**src/rtl/array_cond_add_pkg.sv**
```systemverilog
// Shared constants and state encoding for the conditional-add stage of modular halving.
package array_cond_add_pkg;

    localparam int unsigned DEFAULT_DATA_WIDTH  = 32;
    localparam int unsigned DEFAULT_TOTAL_WORDS = 64;
    localparam int unsigned DEFAULT_ADDR_WIDTH  = 32;
    localparam int unsigned READ_LATENCY        = 1;

    typedef enum logic [1:0] {
        StIdle  = 2'd0,
        StRead  = 2'd1,
        StDrain = 2'd2,
        StDone  = 2'd3
    } cond_add_state_e;

endpackage

```
**src/rtl/array_cond_add_adder.sv**
```systemverilog
// Registered word adder with carry-in/carry-out; cout_next exposes the carry being captured.
module word_adder_cin #(
    parameter int unsigned DATA_WIDTH = 32
) (
    input  logic                  clk,
    input  logic                  rst,
    input  logic                  en,
    input  logic [DATA_WIDTH-1:0] a,
    input  logic [DATA_WIDTH-1:0] b,
    input  logic                  cin,
    output logic [DATA_WIDTH-1:0] sum,
    output logic                  cout,
    output logic                  cout_next
);

    logic [DATA_WIDTH:0] full;

    assign full      = {1'b0, a} + {1'b0, b} + {{DATA_WIDTH{1'b0}}, cin};
    assign cout_next = full[DATA_WIDTH];

    always_ff @(posedge clk) begin
        if (rst) begin
            sum  <= '0;
            cout <= 1'b0;
        end else if (en) begin
            sum  <= full[DATA_WIDTH-1:0];
            cout <= full[DATA_WIDTH];
        end
    end

endmodule

```
**src/rtl/array_cond_add.sv**
```systemverilog
// Conditional add of N to a multiword operand when word 0 is odd (x + N*odd(x)), LSW first.
// Optional add_odd output enabled by defining COND_ADD_ODD_FLAG_EN.
module array_cond_add
    import array_cond_add_pkg::*;
#(
    parameter int unsigned DATA_WIDTH  = DEFAULT_DATA_WIDTH,
    parameter int unsigned TOTAL_WORDS = DEFAULT_TOTAL_WORDS,
    parameter int unsigned ADDR_WIDTH  = DEFAULT_ADDR_WIDTH
) (
    input  logic                  CLK,
    input  logic                  RST,
    input  logic                  add_start,
    output logic                  read_en,
    output logic [ADDR_WIDTH-1:0] read_addr,
    input  logic [DATA_WIDTH-1:0] m_temp,
    input  logic [DATA_WIDTH-1:0] n_word,
    output logic                  add_valid,
    output logic [ADDR_WIDTH-1:0] add_addr,
    output logic [DATA_WIDTH-1:0] add_sum,
    output logic                  add_carry,
    output logic                  add_ok
`ifdef COND_ADD_ODD_FLAG_EN
    ,
    output logic                  add_odd
`endif
);

    localparam logic [ADDR_WIDTH-1:0] LAST_ADDR = ADDR_WIDTH'(TOTAL_WORDS - 1);

    cond_add_state_e state;
    logic            drain_cnt;

    // Stage 1: read issued last cycle, data present on m_temp/n_word now.
    logic                  rd_vld_q;
    logic [ADDR_WIDTH-1:0] rd_addr_q;

    logic                  odd_q;
    logic                  first_word;
    logic                  last_word;
    logic                  odd_eff;
    logic                  cin;
    logic [DATA_WIDTH-1:0] addend;
    logic                  carry_q;
    logic                  carry_next;
    logic                  start_acc;

    assign start_acc  = (state == StIdle) && add_start;
    assign first_word = rd_vld_q && (rd_addr_q == '0);
    assign last_word  = rd_vld_q && (rd_addr_q == LAST_ADDR);

    // Word 0 decides oddness combinationally; later words use the registered decision.
    assign odd_eff = first_word ? m_temp[0] : odd_q;
    assign cin     = first_word ? 1'b0 : carry_q;
    assign addend  = odd_eff ? n_word : '0;

    always_ff @(posedge CLK) begin
        if (RST) begin
            state     <= StIdle;
            read_en   <= 1'b0;
            read_addr <= '0;
            drain_cnt <= 1'b0;
            add_ok    <= 1'b0;
        end else begin
            add_ok <= 1'b0;
            unique case (state)
                StIdle: begin
                    if (add_start) begin
                        state     <= StRead;
                        read_en   <= 1'b1;
                        read_addr <= '0;
                    end
                end
                StRead: begin
                    if (read_addr == LAST_ADDR) begin
                        state     <= StDrain;
                        read_en   <= 1'b0;
                        read_addr <= '0;
                        drain_cnt <= 1'b0;
                    end else begin
                        read_addr <= read_addr + 1'b1;
                    end
                end
                StDrain: begin
                    if (drain_cnt) begin
                        state  <= StDone;
                        add_ok <= 1'b1;
                    end else begin
                        drain_cnt <= 1'b1;
                    end
                end
                StDone: begin
                    state <= StIdle;
                end
                default: begin
                    state <= StIdle;
                end
            endcase
        end
    end

    always_ff @(posedge CLK) begin
        if (RST) begin
            rd_vld_q  <= 1'b0;
            rd_addr_q <= '0;
            add_valid <= 1'b0;
            add_addr  <= '0;
        end else begin
            rd_vld_q  <= read_en;
            rd_addr_q <= read_addr;
            add_valid <= rd_vld_q;
            add_addr  <= rd_addr_q;
        end
    end

    always_ff @(posedge CLK) begin
        if (RST) begin
            odd_q     <= 1'b0;
            add_carry <= 1'b0;
        end else if (start_acc) begin
            odd_q     <= 1'b0;
            add_carry <= 1'b0;
        end else begin
            if (first_word) begin
                odd_q <= m_temp[0];
            end
            if (last_word) begin
                add_carry <= carry_next;
            end
        end
    end

    word_adder_cin #(
        .DATA_WIDTH(DATA_WIDTH)
    ) u_adder (
        .clk      (CLK),
        .rst      (RST),
        .en       (rd_vld_q),
        .a        (m_temp),
        .b        (addend),
        .cin      (cin),
        .sum      (add_sum),
        .cout     (carry_q),
        .cout_next(carry_next)
    );

`ifdef COND_ADD_ODD_FLAG_EN
    assign add_odd = odd_q;
`endif

endmodule

```
**config.mk**
```make
export PLATFORM = sky130hd
export DESIGN_NAME = array_cond_add
export DESIGN_NICKNAME = d
export VERILOG_FILES = /design/src/rtl/array_cond_add_pkg.sv /design/src/rtl/array_cond_add_adder.sv /design/src/rtl/array_cond_add.sv
export SDC_FILE = /design/constraint.sdc
export NUM_CORES = 1
export LEC_CHECK = 0
export ABC_AREA = 1
export BUFFER_PORTS_ARGS = -buffer_cell sky130_fd_sc_hd__buf_2
export CAP_MARGIN = 20
export CORE_MARGIN = 4
export CORE_UTILIZATION = 52
export DETAILED_ROUTE_END_ITERATION = 8
export PLACE_DENSITY_LB_ADDON = 0.12
export SETUP_SLACK_MARGIN = 0.5
export SYNTH_ARGS = -nofsm -noshare
export SYNTH_HDL_FRONTEND = slang
export SYNTH_SLANG_ARGS = --single-unit
```
**constraint.sdc**
```tcl
create_clock -name CLK -period 8.5 [get_ports CLK]
set_input_delay 1.7 -clock CLK [delete_from_list [all_inputs] [get_ports CLK]]
set_output_delay 1.7 -clock CLK [all_outputs]
set_load 0.05 [all_outputs]
```
# --- After elaboration in Yosys (flattened, before gate mapping) ---
# Cells that the tools add are included.
word_totals:
  reg_bits: 138
  output_inout_bits: 100
  wordCells: 53
op_classes:
  add_sub_neg: 3
  eq_ne: 8
  mux: 15
  bitwise: 1
  n_reduce_logical: 13
ops:
  columns: ["op", "n"]
  rows:
  - ["two-way mux 32 bit", 3]
  - ["equality test 32 x 6 -> 1 bit, second input constant", 2]
  - ["case mux 32 bit (2 select lines)", 1]
  - ["adder 32 x 32 -> 33 bit", 1]
  - ["adder 33 x 1 -> 33 bit", 1]
  - ["adder 32 x 1 -> 32 bit, second input constant", 1]
  - ["zero test 32 bit", 1]
  - ["case mux 2 bit (4 select lines)", 1]
  - ["two-way mux 2 bit", 3]
  - ["inequality test 2 bit, second input constant", 3]
  - ["AND reduction 3 bit", 2]
  - ["two-way mux 1 bit", 5]
  - ["equality test 2 bit, second input constant", 2]
  - ["case mux 1 bit (2 select lines)", 2]
  - ["AND reduction 2 bit", 2]
  - ["nonzero test 2 bit", 2]
  - ["OR reduction 2 bit", 2]
  - ["logical AND 1 bit", 3]
  - ["equality test 2 x 1 -> 1 bit, second input constant", 1]
  - ["zero test 2 bit", 1]
  - ["NOT 1 bit", 1]

# --- Depth between registers and ports, before layout ---
depth:
  depth_word: 6
  ltp_mapped: 24
  mapped_depth_nobuf: 23

# --- By module ---
# A second synthesis with hierarchy kept.
unflattened:
  hier_cells: 1352
  area_unflattened_um2: 8280.4
by_module_without_submodules:
  columns: ["module", "n_inst", "cells_per_inst", "area_per_inst_um2", "seq_area_each_um2"]
  rows:
  - ["array_cond_add", 1, 655, 4551.9, 2102.0]
  - ["word_adder_cin", 1, 697, 3728.6, 660.6]

# --- Worst setup path before layout ---
# OpenSTA, ideal clock, no wires.
synth_path:
  path_type: "input -> register"
  from: "input m_temp[0]"
  to: "register u_adder.cout"
  setup_ps: 109
  arrival_ps: 3770
  slack_ps: 4621
  stages: 17
  n_path_buf: 1
  cell_sequence: "o21ai_4 buf_6 nor2_1 fa_1 fa_1 nand3_1 nand3_1 nand2_1 nand2_1 nand2_1 nand2_1 nand2_1 nand2_1 nand2_1 nand3_1 nand2_1 inv_1"
synth_between:
  elab_chain_cells: 4
synth_lines:
  columns: ["item", "line_no", "rtl"]
  rows:
  - ["start: declaration", "array_cond_add.sv:15", "input logic [DATA_WIDTH-1:0] m_temp,"]
  - ["two-way mux 1 bit", null, null]
  - ["two-way mux 32 bit", "array_cond_add.sv:54", "assign addend = odd_eff ? n_word : '0;"]
  - ["adder 32 x 32 -> 33 bit (*)", "array_cond_add_adder.sv:18", "assign full = {1'b0, a} + {1'b0, b} + {{DATA_WIDTH{1'b0}}, cin};"]
  - ["adder 33 x 1 -> 33 bit (*)", "array_cond_add_adder.sv:18", null]
  - ["end signal: assignment", "array_cond_add_adder.sv:27", "cout <= full[DATA_WIDTH];"]
  - ["end: declaration", "array_cond_add_adder.sv:12", "output logic cout,"]
# Every way passes the cells marked *; elsewhere a longest branch is shown, timed or not.
# A chain may end at the register's enable or synchronous reset.

# --- Worst setup path in the final report ---
layout_path:
  from: "register rd_vld_q"
  to: "register u_adder.sum[22]"
layout_between:
  elab_chain_cells: 5
  word_cells_on_any_way: 6
  classes_between: "add/sub (2); mux (3); reduce/logical (1)"
layout_lines:
  columns: ["item", "line_no", "rtl"]
  rows:
  - ["start: declaration", "array_cond_add.sv:34", "logic rd_vld_q;"]
  - ["start signal: assignment", "array_cond_add.sv:108", "rd_vld_q <= read_en;"]
  - ["logical AND 1 bit", "array_cond_add.sv:48", "assign first_word = rd_vld_q && (rd_addr_q == '0);"]
  - ["two-way mux 1 bit", null, null]
  - ["two-way mux 32 bit", "array_cond_add.sv:54", null]
  - ["adder 32 x 32 -> 33 bit", "array_cond_add_adder.sv:18", null]
  - ["adder 33 x 1 -> 33 bit", "array_cond_add_adder.sv:18", null]
  - ["end signal: assignment", "array_cond_add_adder.sv:26", "sum <= full[DATA_WIDTH-1:0];"]
  - ["end: declaration", "array_cond_add_adder.sv:11", "output logic [DATA_WIDTH-1:0] sum,"]
# Several ways; a longest one is shown, not always the timed one.

==> results.json <==
{
  "run_status": "finished clean",
  "static_power_due_to_leakage_nw": 5.36,
  "hold_path.class": "register to register",
  "die_area_um2": 17600,
  "placement_rows": 45,
  "power.ir.vdd_worst_mv": 0.193,
  "slew_violations": 0,
  "ff_latch_area_um2": 2760,
  "final_antenna_net_count": 0,
  "measured_slew_at_the_worst_slew_check_pin_ns": 0.737,
  "n_fill_cell": 1488,
  "grt_setup_unrepaired": "no",
  "synth.distinct_cells": 37,
  "global_route.usage.total": 0.239,
  "end_kind": "register",
  "switchingPower_mw": 0.921,
  "synth_flop_cell": "dfxtp_1",
  "grt_remaining_overflow": 0,
  "setup_violations": 0,
  "postCtsHoldBufs": 0,
  "yosysWarnings": 0,
  "final.setup.tns_ns": 0,
  "hold_viol_final": 0,
  "route.detailed.vias_per_inst": 4.83,
  "internal_power_mw": 1.43,
  "final_util": 0.635,
  "syn_nets": 1401,
  "postcts_setup_bufs": 0,
  "power.clock.fraction": 0.339,
  "synthCells": 1297,
  "area_occupied_by_multi_input_gates_um2": 4140,
  "cts_buffers": 17,
  "cp_data_required_time_ns": 8.82,
  "combinationalPowerShare": 0.349,
  "top_signal_layer_used": "met4",
  "mostFrequentLayoutCells": "326 x nand2_1, 270 x inv_1, 244 x nor2_1",
  "register_bit_total_from_synthesis": 138,
  "mostFrequentLayoutCell": "nand2_1",
  "cts-root-to-sink-buffers": 2,
  "max-cap-violations": 0,
  "wl_per_cell_um": 12.8,
  "cts_tree": "built",
  "firstDrtPassIters": 7,
  "number_of_gates_resized_after_cts": 0,
  "final.period_utilization": 0.492,
  "core_region_area_um2": 15200,
  "ioPinCount": 167,
  "synth_async_sr_flop_share": 0,
  "floorplan.die.width_um": 133,
  "synth_edf_count": 0,
  "syn-cell-area_um2": 8080,
  "gpl.final_weighted_congestion": 0.906,
  "drc": 0,
  "clock_sinks": 138,
  "buffer_ports.inserted": 166,
  "timing.critical_path.from_type": "register",
  "drt_first_iter_violations": 596,
  "critical_path_arrival_ns": 4.50,
  "total_met2_wirelength_after_detailed_routing_um": 8800,
  "grt_start_max_net_pins": 76,
  "seq_area_frac_synth": 0.342,
  "cts_max_level": 4,
  "final_nets": 1562,
  "clkSlewWorstSetupHoldPaths_ns": 0.06,
  "layout.cells.non_filler": 1660,
  "via_count_of_the_first_global_routing_pass": 7196,
  "route.layer.met1.wl_um": 10500,
  "timing.fmax_mhz": 239,
  "grt_pass1_wl_um": 34500,
  "die_height_um": 133,
  "worst-r2r-setup-slack_ns": 4.32,
  "relSlewSlack": 0.509,
  "clock_tree.root_cell": "clkbuf_16",
  "post_route_cells_drive_above_1_share": 0.159,
  "grt_antenna_before_repair": 0,
  "fin_crit_ns": 4.18,
  "finalPower_mw": 2.35,
  "power.switching_fraction": 0.393,
  "met3_wirelength_um": 1570,
  "critical_path_peak_fanout": 52,
  "syn-mean-instance-area_um2": 6.23,
  "dr_total_vias": 8021,
  "post-place-cells": 1627,
  "criticalPathCategory": "register to register",
  "insertion_delay_ns": 0.42,
  "fin_worst_skew_ns": 0.00927,
  "wl_um": 21200,
  "layout-area-overhead-vs-synth_pct": 19.5,
  "power_density_nw_per_um2": 243,
  "share_seq_of_total_power": 0.311,
  "post-dp-hpwl_um": 16400,
  "start_util": 0.531
}
-- logic make-up after synthesis --
logic type	count (synthesis)	synth area share
AND/OR/NAND/NOR	716	0.368
buffers and inverters	300	0.146
flip-flops	138	0.342
AO/OA/AOI/OAI	75	0.0508
adder cells (fa/ha/maj)	37	0.0592
XOR/XNOR	31	0.0336
-- area by class of cell --
class | count | share of cell area
clock buffers | 17 | 0.0441
multi-input cells | 859 | 0.428
repair buffers | 169 | 0.0884
inverters | 273 | 0.106
flip-flops and latches | 138 | 0.286
diodes | 1 | 0.000259
well taps | 188 | 0.0244
clock inverters | 15 | 0.0219
-- synth_stat cells (2+ instances only) --
library cell	instances	area [um^2]
o21ai_1	2	10.0
nor3_1	23	115
clkbuf_1	17	63.8
o21ai_0	26	130
nand2_1	326	1220
fa_1	2	40.0
nor4_2	2	25.0
dfxtp_1	138	2760
inv_2	3	11.3
buf_4	2	15.0
buf_6	6	67.6
nor2_2	16	100
nand3_1	62	310
a21oi_1	39	195
xor2_1	28	245
o21ai_4	2	32.5
inv_1	270	1010
nor3_2	2	20.0
nor4_1	7	43.8
and3_1	2	12.5
xnor2_1	3	26.3
nand4_1	18	113
and2_1	4	25.0
a31oi_1	2	12.5
nand3_2	2	20.0
nor2_1	244	916
nand2_2	5	31.3
ha_1	35	438
-- layer usage --
layer / GRT usage / vias up
met1: 0.356 / 3496
met2: 0.351 / 263
met4: 0.0710 / 0
li1: - / 4238
met5: 0 / -
met3: 0.0449 / 24
-- critical path, stage by stage (launching register included) --
cell     delay (ns)
dfxtp_1        0.30
buf_4          0.44
inv_2          0.28
nor4_2         0.26
nand2_1        0.09
nor2_2         0.12
nand2_2        0.08
o21ai_4        0.11
buf_4          0.37
nor2_1         0.11
fa_1           0.44
fa_1           0.44
nand3_1        0.11
nand3_1        0.15
nand2_1        0.10
nand2_1        0.07
nand2_1        0.07
nand2_1        0.13
nand2_1        0.11
nand2_1        0.05
nand2_1        0.05
nand3_1        0.06
nand2_1        0.08
inv_1          0.04
-- flip-flops by register name, indices dropped and copies added (netlist names), 2 cells and up --
register and count:
add_addr 32, rd_addr_q 32, read_addr 32, u_adder.sum 32, state 2
-- final timing paths --
| kind | start | endpoint | cells after the start |
|---|---|---|---|
| max reg2reg | rd_vld_q | u_adder.sum[22] | 23 |
| min | rd_addr_q[14] | add_addr[14] | 2 |
| max | rd_vld_q | u_adder.sum[22] | 23 |
| min reg2reg | rd_addr_q[14] | add_addr[14] | 2 |
-- power by group through the flow --
stage | Clock [mW] | Combinational (mW) | Sequential (mW)
final | 0.796 | 0.820 | 0.730
after global routing | 0.834 | 0.916 | 0.736
after CTS | 0.805 | 0.820 | 0.730
after detailed placement | 0 | 0.816 | 0.743
after global placement | 0 | 0.809 | 0.743
after floorplan | 0 | 0.515 | 0.872
-- per-stage QoR --
| stage | instance area, um^2 | hold WS [ns] | worst slack (ns) |
|---|---|---|---|
| floorplan | 8080 | 0.403 | 4.62 |
| global placement | 9010 | 0.411 | 4.10 |
| detailed placement | 9010 | 0.411 | 4.04 |
| CTS | 9650 | 0.424 | 4.30 |
| global route | 9650 | 0.445 | 3.82 |
| finish | 9650 | 0.421 | 4.32 |
Power figures use the tool's default switching activity.
